`src/rtl/kamus_pkg.sv`:
```
// Shared types for the kamus core: decoded operation codes, ID-stage FSM
// states and the canonical NOP encoding.
package kamus_pkg;

  typedef enum logic [3:0] {
    OP_ADD,
    OP_SUB,
    OP_AND,
    OP_OR,
    OP_LW,
    OP_SW,
    OP_BRANCH,
    OP_JAL,
    OP_FENCE,
    OP_FENCE_I,
    OP_CSR,
    OP_ECALL,
    OP_EBREAK,
    OP_INVALID
  } operation_e;

  typedef logic [2:0] id_state_e;

  localparam id_state_e RUN       = 3'd0;
  localparam id_state_e HAZ       = 3'd1;
  localparam id_state_e DRAIN     = 3'd2;
  localparam id_state_e ISSUE_SER = 3'd3;
  localparam id_state_e POST      = 3'd4;

  localparam logic [31:0] NOP_INSTR = 32'h0000_0013;

  // Operations that must run alone: everything older retired, nothing younger in flight.
  function automatic logic is_serialising(operation_e op);
    return op inside {OP_FENCE, OP_FENCE_I, OP_CSR, OP_ECALL, OP_EBREAK};
  endfunction

endpackage

```
`src/rtl/kamus_scoreboard.sv`:
```
// Per-register outstanding-write counters; x0 is never tracked and always reads idle.
module kamus_scoreboard
  import kamus_pkg::*;
#(
  parameter  int NUM_REGS = 32,
  parameter  int PEND_W   = 2,
  localparam int AW       = $clog2(NUM_REGS)
) (
  input  logic          clk_i,
  input  logic          rst_i,
  input  logic          set_i,
  input  logic [AW-1:0] set_rd_i,
  input  logic          clr_i,
  input  logic [AW-1:0] clr_rd_i,
  input  logic [AW-1:0] rs1_i,
  input  logic [AW-1:0] rs2_i,
  input  logic [AW-1:0] rd_i,
  output logic          rs1_busy_o,
  output logic          rs2_busy_o,
  output logic          rd_sat_o,
  output logic          all_zero_o
);

  logic [PEND_W-1:0] cnt_q [NUM_REGS];
  logic [PEND_W-1:0] cnt_d [NUM_REGS];

  // A simultaneous set and clear of one register cancel out.
  always_comb begin
    cnt_d = cnt_q;
    for (int r = 1; r < NUM_REGS; r++) begin
      if (set_i && set_rd_i == AW'(r) && !(clr_i && clr_rd_i == AW'(r))) begin
        if (cnt_q[r] != '1) cnt_d[r] = cnt_q[r] + 1'b1;
      end else if (clr_i && clr_rd_i == AW'(r) && !(set_i && set_rd_i == AW'(r))) begin
        if (cnt_q[r] != '0) cnt_d[r] = cnt_q[r] - 1'b1;
      end
    end
  end

  always_ff @(posedge clk_i or posedge rst_i) begin
    if (rst_i) cnt_q <= '{default: '0};
    else       cnt_q <= cnt_d;
  end

  assign rs1_busy_o = (rs1_i != '0) && (cnt_q[rs1_i] != '0);
  assign rs2_busy_o = (rs2_i != '0) && (cnt_q[rs2_i] != '0);
  assign rd_sat_o   = (rd_i  != '0) && (cnt_q[rd_i]  == '1);

  always_comb begin
    all_zero_o = 1'b1;
    for (int r = 0; r < NUM_REGS; r++) begin
      if (cnt_q[r] != '0) all_zero_o = 1'b0;
    end
  end

  assert property (@(posedge clk_i) disable iff (rst_i)
    (clr_i && clr_rd_i != '0 && !(set_i && set_rd_i == clr_rd_i)) |-> (cnt_q[clr_rd_i] != '0));

endmodule

```
`src/rtl/kamus_id_issue_ctrl.sv`:
```
// ID-stage issue controller: holds one IF instruction, checks RAW/serialising
// hazards against the write scoreboard and hands instructions to EX.
module kamus_id_issue_ctrl
  import kamus_pkg::*;
#(
  parameter int NUM_REGS = 32,
  parameter int PEND_W   = 2,
  parameter int PC_WIDTH = 32
) (
  input  logic                clk_i,
  input  logic                rst_i,
  input  logic                if_valid_i,
  output logic                if_ready_o,
  input  logic [31:0]         if_instr_i,
  input  logic [PC_WIDTH-1:0] if_pc_i,
  output logic [31:0]         dec_instr_o,
  input  operation_e          dec_op_i,
  input  logic [4:0]          dec_rs1_i,
  input  logic [4:0]          dec_rs2_i,
  input  logic [4:0]          dec_rd_i,
  input  logic                dec_uses_rs1_i,
  input  logic                dec_uses_rs2_i,
  input  logic                dec_writes_rd_i,
  output logic                ex_valid_o,
  input  logic                ex_ready_i,
  output logic [PC_WIDTH-1:0] ex_pc_o,
  input  logic                wb_valid_i,
  input  logic [4:0]          wb_rd_i,
  input  logic                flush_i,
  input  logic                ex_idle_i,
  output logic                stall_o
);

  logic                id_valid_q, id_valid_d;
  logic [31:0]         id_instr_q, id_instr_d;
  logic [PC_WIDTH-1:0] id_pc_q, id_pc_d;
  id_state_e           state_q, state_d;

  logic rs1_busy, rs2_busy, rd_sat, all_zero;
  logic hz, ser, issue_ok, fire, accept;

  kamus_scoreboard #(
    .NUM_REGS (NUM_REGS),
    .PEND_W   (PEND_W)
  ) u_scoreboard (
    .clk_i      (clk_i),
    .rst_i      (rst_i),
    .set_i      (fire && dec_writes_rd_i),
    .set_rd_i   (dec_rd_i),
    .clr_i      (wb_valid_i),
    .clr_rd_i   (wb_rd_i),
    .rs1_i      (dec_rs1_i),
    .rs2_i      (dec_rs2_i),
    .rd_i       (dec_rd_i),
    .rs1_busy_o (rs1_busy),
    .rs2_busy_o (rs2_busy),
    .rd_sat_o   (rd_sat),
    .all_zero_o (all_zero)
  );

  // A saturated destination counter is treated like a RAW hazard.
  assign hz  = (dec_uses_rs1_i && rs1_busy) || (dec_uses_rs2_i && rs2_busy) ||
               (dec_writes_rd_i && rd_sat);
  assign ser = is_serialising(dec_op_i);

  always_comb begin
    issue_ok = 1'b0;
    case (state_q)
      RUN, HAZ:  issue_ok = !hz && !ser;
      ISSUE_SER: issue_ok = 1'b1;
      default:   issue_ok = 1'b0;
    endcase
  end

  assign ex_valid_o  = id_valid_q && issue_ok && !flush_i;
  assign fire        = ex_valid_o && ex_ready_i;
  assign stall_o     = id_valid_q && !issue_ok;
  assign if_ready_o  = !id_valid_q || fire;
  assign accept      = if_valid_i && if_ready_o && !flush_i;
  assign ex_pc_o     = id_pc_q;
  assign dec_instr_o = id_valid_q ? id_instr_q : NOP_INSTR;

  // Flush empties ID and restarts the FSM but leaves the scoreboard alone.
  always_comb begin
    id_valid_d = id_valid_q;
    id_instr_d = id_instr_q;
    id_pc_d    = id_pc_q;
    state_d    = state_q;
    if (flush_i) begin
      id_valid_d = 1'b0;
      state_d    = RUN;
    end else begin
      if (accept) begin
        id_valid_d = 1'b1;
        id_instr_d = if_instr_i;
        id_pc_d    = if_pc_i;
      end else if (fire) begin
        id_valid_d = 1'b0;
      end
      case (state_q)
        RUN:       if (id_valid_q) begin
                     if (ser)     state_d = DRAIN;
                     else if (hz) state_d = HAZ;
                   end
        HAZ:       if (!hz) state_d = RUN;
        DRAIN:     if (all_zero && ex_idle_i) state_d = ISSUE_SER;
        ISSUE_SER: if (fire) state_d = POST;
        POST:      if (ex_idle_i) state_d = RUN;
        default:   state_d = RUN;
      endcase
    end
  end

  always_ff @(posedge clk_i or posedge rst_i) begin
    if (rst_i) begin
      id_valid_q <= 1'b0;
      id_instr_q <= NOP_INSTR;
      id_pc_q    <= '0;
      state_q    <= RUN;
    end else begin
      id_valid_q <= id_valid_d;
      id_instr_q <= id_instr_d;
      id_pc_q    <= id_pc_d;
      state_q    <= state_d;
    end
  end

endmodule

```
`config.mk`:
```
export PLATFORM = sky130hd
export DESIGN_NAME = kamus_id_issue_ctrl
export DESIGN_NICKNAME = d
export VERILOG_FILES = /design/src/rtl/kamus_pkg.sv /design/src/rtl/kamus_scoreboard.sv /design/src/rtl/kamus_id_issue_ctrl.sv
export SDC_FILE = /design/constraint.sdc
export NUM_CORES = 1
export LEC_CHECK = 0
export ABC_AREA = 1
export BUFFER_PORTS_ARGS = -buffer_cell sky130_fd_sc_hd__buf_2
export CAP_MARGIN = 20
export CELL_PAD_IN_SITES_DETAIL_PLACEMENT = 1
export CELL_PAD_IN_SITES_GLOBAL_PLACEMENT = 1
export CORE_MARGIN = 4
export CORE_UTILIZATION = 32
export CTS_BUF_LIST = sky130_fd_sc_hd__clkbuf_16
export CTS_CLUSTER_DIAMETER = 40
export DETAILED_ROUTE_END_ITERATION = 10
export PLACE_DENSITY_LB_ADDON = 0.2
export SETUP_SLACK_MARGIN = 0.02
export SKIP_LAST_GASP = 1
export SLEW_MARGIN = 20
export SYNTH_ARGS = -nofsm -noshare
export SYNTH_HDL_FRONTEND = slang
export SYNTH_SLANG_ARGS = --single-unit
```
`constraint.sdc`:
```
create_clock -name clk_i -period 3.72 [get_ports clk_i]
set_input_delay 0.372 -clock clk_i [delete_from_list [all_inputs] [get_ports clk_i]]
set_output_delay 0.372 -clock clk_i [all_outputs]
set_load 0.01 [all_outputs]
```
# Word-level counts from Yosys, hierarchy flattened
# Cells that the tools add are included.
# W data, S select, Z words.
# totals
ff_bits	130
latchBits	0
ram_bits	0
rom_bits	0
input_bits	98
word_cells	766
memories	0
# op_classes
addsub	62
n_mul	0
n_div	0
magnitude_cmp	3
eq_ne	140
shift	0
mux	178
n_bitwise	4
n_reduce_logical	344
# op_table
cell	n
$mux W2	130
$reduce_bool A2 Y1	95
$eq A5 B5 Y1 const B	32
$logic_and A1 B1 Y1	139
$ne A2 B2 Y1 const B	62
$reduce_and A3 Y1	31
$eq A5 B4 Y1 const B	16
$logic_not A1 Y1	67
$add A2 B1 Y2 const B	31
$sub A2 B1 Y2 const B	31
$eq A5 B3 Y1 const B	8
$mux W1	34
$mux W32	1
$bmux W2 S5	3
$mux W3	8
$eq A4 B4 Y1 const B	5
$eq A5 B2 Y1 const B	4
$reduce_bool A5 Y1	4
$ge A6 B6 Y1 const B	3
$not A5 Y6	3
$ne A3 B3 Y1 const B	5
$pmux W3 S5	1
$eq A5 B1 Y1 const B	2
$eq A3 B2 Y1 const B	2
12 further kinds	14

# Depth between registers and ports, before layout
# depth
depth_word	36
ltp_mapped	22
depth_no_buf	21

# By module
# Synthesis repeated with hierarchy kept, for this count alone.
# hier_totals
hier_cells	1192
area_unflattened_um2	8338.0
# by_module_without_submodules
mod	instances	cells_each	area_each_um2	seq_area_each_um2
kamus_scoreboard	1	785	5159.9	1551.5
kamus_id_issue_ctrl	1	407	3178.0	1705.4

# Worst setup path before layout
# No wires, ideal clock.
# synth_timing
kind	input to register
from	input port dec_rd_i[1]
to	register id_pc_q[26], in the netlist ex_pc_o[26]
setup_ns	0.125
arrival_ns	2.760
t_required_ns	3.595
path_slack_ns	0.835
cell_stages	19
cell_sequence	buf_4 nand2_2 buf_2 o21ai_0 o21ai_1 nand4_1 nand3_1 a21oi_1 nand3b_1 or2_1 nand2_1 nand2_2 nor2_4 nand2_2 nand2_2 nand3_2 buf_6 buf_6 mux2_4
# synth_between
elab_chain_cells	18
elab_cells_between_ends	19
classes_between	eq/ne (1); mux (4); bitwise (1); reduce/logical (13)
# synth_rtl
element	line_no	source
from (decl)	kamus_id_issue_ctrl.sv:20	input logic [4:0] dec_rd_i,
$not A5 Y6 (not written as such)	kamus_scoreboard.sv:46	assign rd_sat_o = (rd_i != '0) && (cnt_q[rd_i] == '1);
$bmux W2 S5	kamus_scoreboard.sv:46	
$mux W2 (not written as such) (2 in a row)	kamus_scoreboard.sv:46	
$eq A2 B2 Y1	kamus_scoreboard.sv:46	
$logic_and A1 B1 Y1 (*)	kamus_scoreboard.sv:46	
$logic_and A1 B1 Y1 (*)	kamus_id_issue_ctrl.sv:63	(dec_writes_rd_i && rd_sat);
$logic_or A1 B1 Y1 (*)	kamus_id_issue_ctrl.sv:62	assign hz = (dec_uses_rs1_i && rs1_busy) || (dec_uses_rs2_i && rs2_busy) ||
$logic_not A1 Y1 (*)	-	
$logic_and A1 B1 Y1 (*)	kamus_id_issue_ctrl.sv:69	RUN, HAZ: issue_ok = !hz && !ser;
$pmux W1 S2 (*)	kamus_id_issue_ctrl.sv:68	case (state_q)
$logic_and A1 B1 Y1 (*) (2 in a row)	kamus_id_issue_ctrl.sv:75	assign ex_valid_o = id_valid_q && issue_ok && !flush_i;
via ex_valid_o	kamus_id_issue_ctrl.sv:24	output logic ex_valid_o,
$logic_and A1 B1 Y1 (*)	kamus_id_issue_ctrl.sv:76	assign fire = ex_valid_o && ex_ready_i;
$logic_or A1 B1 Y1 (*)	kamus_id_issue_ctrl.sv:78	assign if_ready_o = !id_valid_q || fire;
via if_ready_o	kamus_id_issue_ctrl.sv:13	output logic if_ready_o,
$logic_and A1 B1 Y1 (*) (2 in a row)	kamus_id_issue_ctrl.sv:79	assign accept = if_valid_i && if_ready_o && !flush_i;
$reduce_and A2 Y1 (no source line) (*)	-	
to (signal assigned)	kamus_id_issue_ctrl.sv:123	id_pc_q <= id_pc_d;
to (decl)	kamus_id_issue_ctrl.sv:36	logic [PC_WIDTH-1:0] id_pc_q, id_pc_d;
# Mark *: on every way through the listed nets, which the timed path passes. The rest lies on a longest branch. The select of a mux whose other input is x is not followed.
# A chain may end at the register's enable or synchronous reset.

# Worst setup path in the final report
# layout_timing
from	register u_scoreboard.cnt_q[61] in the netlist's numbering
to	output port if_ready_o
# layout_between
elab_chain_cells	15
elab_cells_between_ends	27
classes_between	eq/ne (1); mux (10); reduce/logical (16)
# layout_rtl
element	line_no	source
from (decl)	kamus_scoreboard.sv:24	logic [PEND_W-1:0] cnt_q [NUM_REGS];
from (signal assigned)	kamus_scoreboard.sv:41	else cnt_q <= cnt_d;
$bmux W2 S5, on equally long branches	kamus_scoreboard.sv:44, kamus_scoreboard.sv:45	
$mux W2, on equally long branches (2 in a row)	kamus_scoreboard.sv:44, kamus_scoreboard.sv:45	
$reduce_bool A2 Y1, on equally long branches	kamus_scoreboard.sv:44, kamus_scoreboard.sv:45	
$logic_and A1 B1 Y1, on equally long branches	kamus_scoreboard.sv:44, kamus_scoreboard.sv:45	
$logic_and A1 B1 Y1	kamus_id_issue_ctrl.sv:62	
$logic_or A1 B1 Y1	kamus_id_issue_ctrl.sv:62	
$logic_or A1 B1 Y1 (*)	kamus_id_issue_ctrl.sv:62	
$logic_not A1 Y1 (*)	-	
$logic_and A1 B1 Y1 (*)	kamus_id_issue_ctrl.sv:69	
$pmux W1 S2 (*)	kamus_id_issue_ctrl.sv:68	
$logic_and A1 B1 Y1 (*) (2 in a row)	kamus_id_issue_ctrl.sv:75	
$logic_and A1 B1 Y1 (*)	kamus_id_issue_ctrl.sv:76	
$logic_or A1 B1 Y1 (*)	kamus_id_issue_ctrl.sv:78	
to (decl)	kamus_id_issue_ctrl.sv:13	
# Every way passes the cells marked *; elsewhere a longest branch is shown, timed or not. The select of a mux whose other input is x is not followed.

==> qor.csv <==
stage;metric;value;unit
yosys;synthArstFlopShare;100;%
place;place_congestion;0.925;
clock_tree;postCtsSetupBuffers;0;
yosys;ys.warnings.count;0;
min_path;holdPathStages;2;
global_routing;grt_usage;20.9;%
place;pre_cts_slack;0.222;ns
min_path;min_from;if_pc_i[11];
timing;finalSetupTns;0;ns
yosys;synth_cell_types;40;
floorplanning;coreArea;24600;um^2
yosys;netlist_area;8100;um^2
yosys;synthAdderAreaFrac;0;%
clock_tree;insertion_delay;0.43;ns
floorplanning;die_area;27900;um^2
min_path;min_to;ex_pc_o[11];
timing;timing.final.crit_period;3.35;ns
cells_and_area;multi_input_area;4010;um^2
cells_and_area;fin_cells;1607;
yosys;yosysSeqAreaShare;40.2;%
route;wl_per_cell;18.2;um
yosys;synthSimpleGateAreaFrac;23.9;%
critical_path;rr_worst_depth;16;
timing;rsz0062_at_grt;false;
yosys;synthesis.nets;1182;
place;dpl.cell_count;1572;
critical_path;critPathArrivalTime;2.98;ns
clock_tree;cts_buffers;17;
critical_path;crit_path_end_kind;output pin;
yosys;synth_top_family_by_area;simple AND/OR/NAND/NOR gates;
critical_path;timing.rr.end;ex_pc_o[27];
floorplanning;rows;57;
yosys;synth_edf_count;0;
timing;max_freq;298;MHz
pwr;ir_drop;236;uV
outcome;outcome;finished, final reports clean;
pwr;powerDensity;455;nW/um^2
floorplanning;die_w;167;um
route;num_vias;8067;
place;hpwl;23.1;mm
yosys;synth.ff_latch_count;130;
timing;hold_viol;0;
floorplanning;die_y;167;um
critical_path;cp-start-kind;register;
critical_path;r2r_setup_slack;0.49;ns
clock_tree;root_buffer;clkbuf_16;
critical_path;r2r-start;u_scoreboard.cnt_q[61];
yosys;synth_mux_area_share;9.59;%
clock_tree;cts.sinks;130;
place;port_buffers;164;
global_routing;use_met3;3.18;%
global_routing;antenna_found_initial;1;
critical_path;crit_required;3.35;ns
timing;relSlewSlack;59.9;%
min_path;holdCritPathClass;in2reg;
floorplanning;start_util;32.9;%
global_routing;grt_busiest_layer;met2;
cells_and_area;fillers;3129;
route;drcViolationCount;0;
route;firstDrtPassIters;4;
global_routing;globalRoute.totalOverflow;0;
clock_tree;htree_levels;4;
timing;setup_ws;0.368;ns
yosys;synth_xor_area_share;0.973;%
timing;worst_slew_pin_slew;0.599;ns
global_routing;met2_usage;34.9;%
clock_tree;clk_pin_slew_worst_paths;0.07;ns
timing;period_share;90.1;%
cells_and_area;seqCellArea;3260;um^2
clock_tree;clk_path_buf_depth;2;
clock_tree;cts_resized;0;
timing;drv_slew;0;
route;routed_wl;29.3;mm
pwr;p_leak;4.99;nW
route;drt-vias-per-instance;5.02;
cells_and_area;drive_above_1_share;23.3;%
cells_and_area;layout.nets;1367;
route;antenna_left;0;
critical_path;startpoint;u_scoreboard.cnt_q[61];
global_routing;grt_max_degree;53;
yosys;syn-mean-instance-area;7.48;um^2
cells_and_area;syn_to_final_growth;23.9;%
critical_path;crit_fanout;5;
timing;timing.hold.ws;0.168;ns
global_routing;grt_pass1_vias;8366;
cells_and_area;utilization;40.8;%
route;drt-initial-drc-count;528;
global_routing;grt_pass1_wl;46.6;mm
global_routing;use_met1;28.8;%
yosys;synth-compound-area-share;14.9;%
flow_run;drv_cap;0;
yosys;synth_flop_cell;dfrtp_1;
critical_path;critPathKind;reg2out;
floorplanning;ios;165;
clock_tree;cts_tree;done;
timing;finalSetupViolCount;0;
timing;fin_skew;0.00904;ns
yosys;syn_inst;1084;
worst max-delay path by stage:
stage	endpoint	slack (ns)	cells past startpoint
2_1_floorplan	ex_pc_o[26]	0.83	19
3_3_place_gp	ex_pc_o[20]	0.31	18
3_5_place_dp	ex_pc_o[18]	0.22	18
4_1_cts	if_ready_o	0.29	14
5_1_grt	if_ready_o	0.05	16
6_report	if_ready_o	0.37	14
flip-flops by register name, summed over array words and instances (netlist names):
signal,cells
u_scoreboard.cnt_q,62
ex_pc_o,32
id_instr_q,32
state_q,3
id_valid_q,1
through the flow:
stage	total power (W)	instance area [um^2]
3_3_place_gp	0.00282	9410
3_5_place_dp	0.00284	9410
5_1_grt	0.00484	10000
6_report	0.00457	10000
2_1_floorplan	0.00241	8110
4_1_cts	0.00463	10000
where the power goes:
part	internal, W	leakage [nW]	switching (W)
logic	0.000447	3.04	0.000605
clock network	0.00101	0.293	0.000745
registers	0.00162	1.65	0.000145
worst max-delay path, stage by stage (launching register included):
cell and delay [ns]:
dfrtp_1 0.42, nor2_1 0.39, a21oi_1 0.12, o21ai_0 0.19, nor2_1 0.08, a211o_1 0.26, nand3_1 0.09, nand3b_1 0.10
or2_1 0.24, nand2_1 0.11, nand2_2 0.07, nor2_4 0.13, nand2_2 0.09, nand2_2 0.10, buf_2 0.15
synth_stat cells (2+ instances only):
| master | instances | area share, % |
|---|---|---|
| a22oi_1 | 16 | 1.5 |
| inv_2 | 5 | 0.23 |
| dfrtp_1 | 127 | 39 |
| o21ai_1 | 12 | 0.74 |
| buf_4 | 4 | 0.37 |
| nor2_2 | 2 | 0.15 |
| buf_1 | 3 | 0.14 |
| o21ai_0 | 90 | 5.6 |
| xor2_1 | 9 | 0.97 |
| nor4_1 | 4 | 0.31 |
| nand2_1 | 228 | 11 |
| o221ai_1 | 2 | 0.22 |
| nand3_1 | 47 | 2.9 |
| a31oi_1 | 6 | 0.46 |
| o31ai_1 | 2 | 0.19 |
| nand2_2 | 5 | 0.39 |
| o211ai_1 | 12 | 1.1 |
| inv_1 | 178 | 8.2 |
| nand3b_1 | 3 | 0.28 |
| a21oi_1 | 40 | 2.5 |
| buf_6 | 6 | 0.83 |
| o22ai_1 | 19 | 1.5 |
| clkbuf_1 | 3 | 0.14 |
| mux2_4 | 24 | 4.4 |
| nor3_1 | 6 | 0.37 |
| buf_2 | 7 | 0.43 |
| mux2_2 | 37 | 5.1 |
| nand4_1 | 19 | 1.5 |
| o2111ai_1 | 8 | 0.86 |
| dfstp_2 | 3 | 0.97 |
| nor2_1 | 148 | 6.9 |
timing repair:
item                                   CTS  global route
endpoints found under the hold margin    0             6
hold buffers                             0             1
setup endpoints to repair                0             0
cell families (layout without fill, tap and decap cells):
group                  Yosys count  count (layout)
AND/OR/NAND/NOR                467             467
AO/OA/AOI/OAI                  210             210
buffers and inverters          207             405
flip-flops                     130             130
multiplexers                    61              61
XOR/XNOR                         9               9
other                            0               1
cell usage in the layout, fill, tap and decap left out, types with 3 or more instances in the layout:
| cell | instances |
|---|---|
| a21oi_1 | 40 |
| dfrtp_1 | 127 |
| nor3_1 | 6 |
| buf_4 | 19 |
| inv_1 | 178 |
| nor4_1 | 4 |
| o21ai_1 | 12 |
| mux2_2 | 37 |
| buf_2 | 164 |
| inv_8 | 3 |
| clkbuf_16 | 17 |
| a31oi_1 | 6 |
| o2111ai_1 | 8 |
| inv_2 | 5 |
| nand4_1 | 19 |
| o211ai_1 | 12 |
| o21ai_0 | 90 |
| nand2_2 | 5 |
| inv_6 | 6 |
| mux2_4 | 24 |
| nand3b_1 | 3 |
| a22oi_1 | 16 |
| nand3_1 | 47 |
| buf_12 | 5 |
| nand2_1 | 228 |
| dfstp_2 | 3 |
| o22ai_1 | 19 |
| clkinvlp_4 | 3 |
| xor2_1 | 9 |
| nor2_1 | 148 |
routing by layer:
metal  up-vias  part of all wire (%)
li1       3909                     -
met1      3960                    47
met2       164                    48
met3        34                   3.6
met4         0                   1.6
met5         -                     0
final cells by class:
type | instances | area share, %
clock buffer | 17 | 4.24
timing repair buffer | 189 | 10.7
inverter | 184 | 6.92
tap | 324 | 4.04
clock inverter | 15 | 1.73
multi-input combinational | 747 | 39.9
sequential | 130 | 32.4
antenna | 1 | 0.0249
Power figures use the tool's default switching activity.
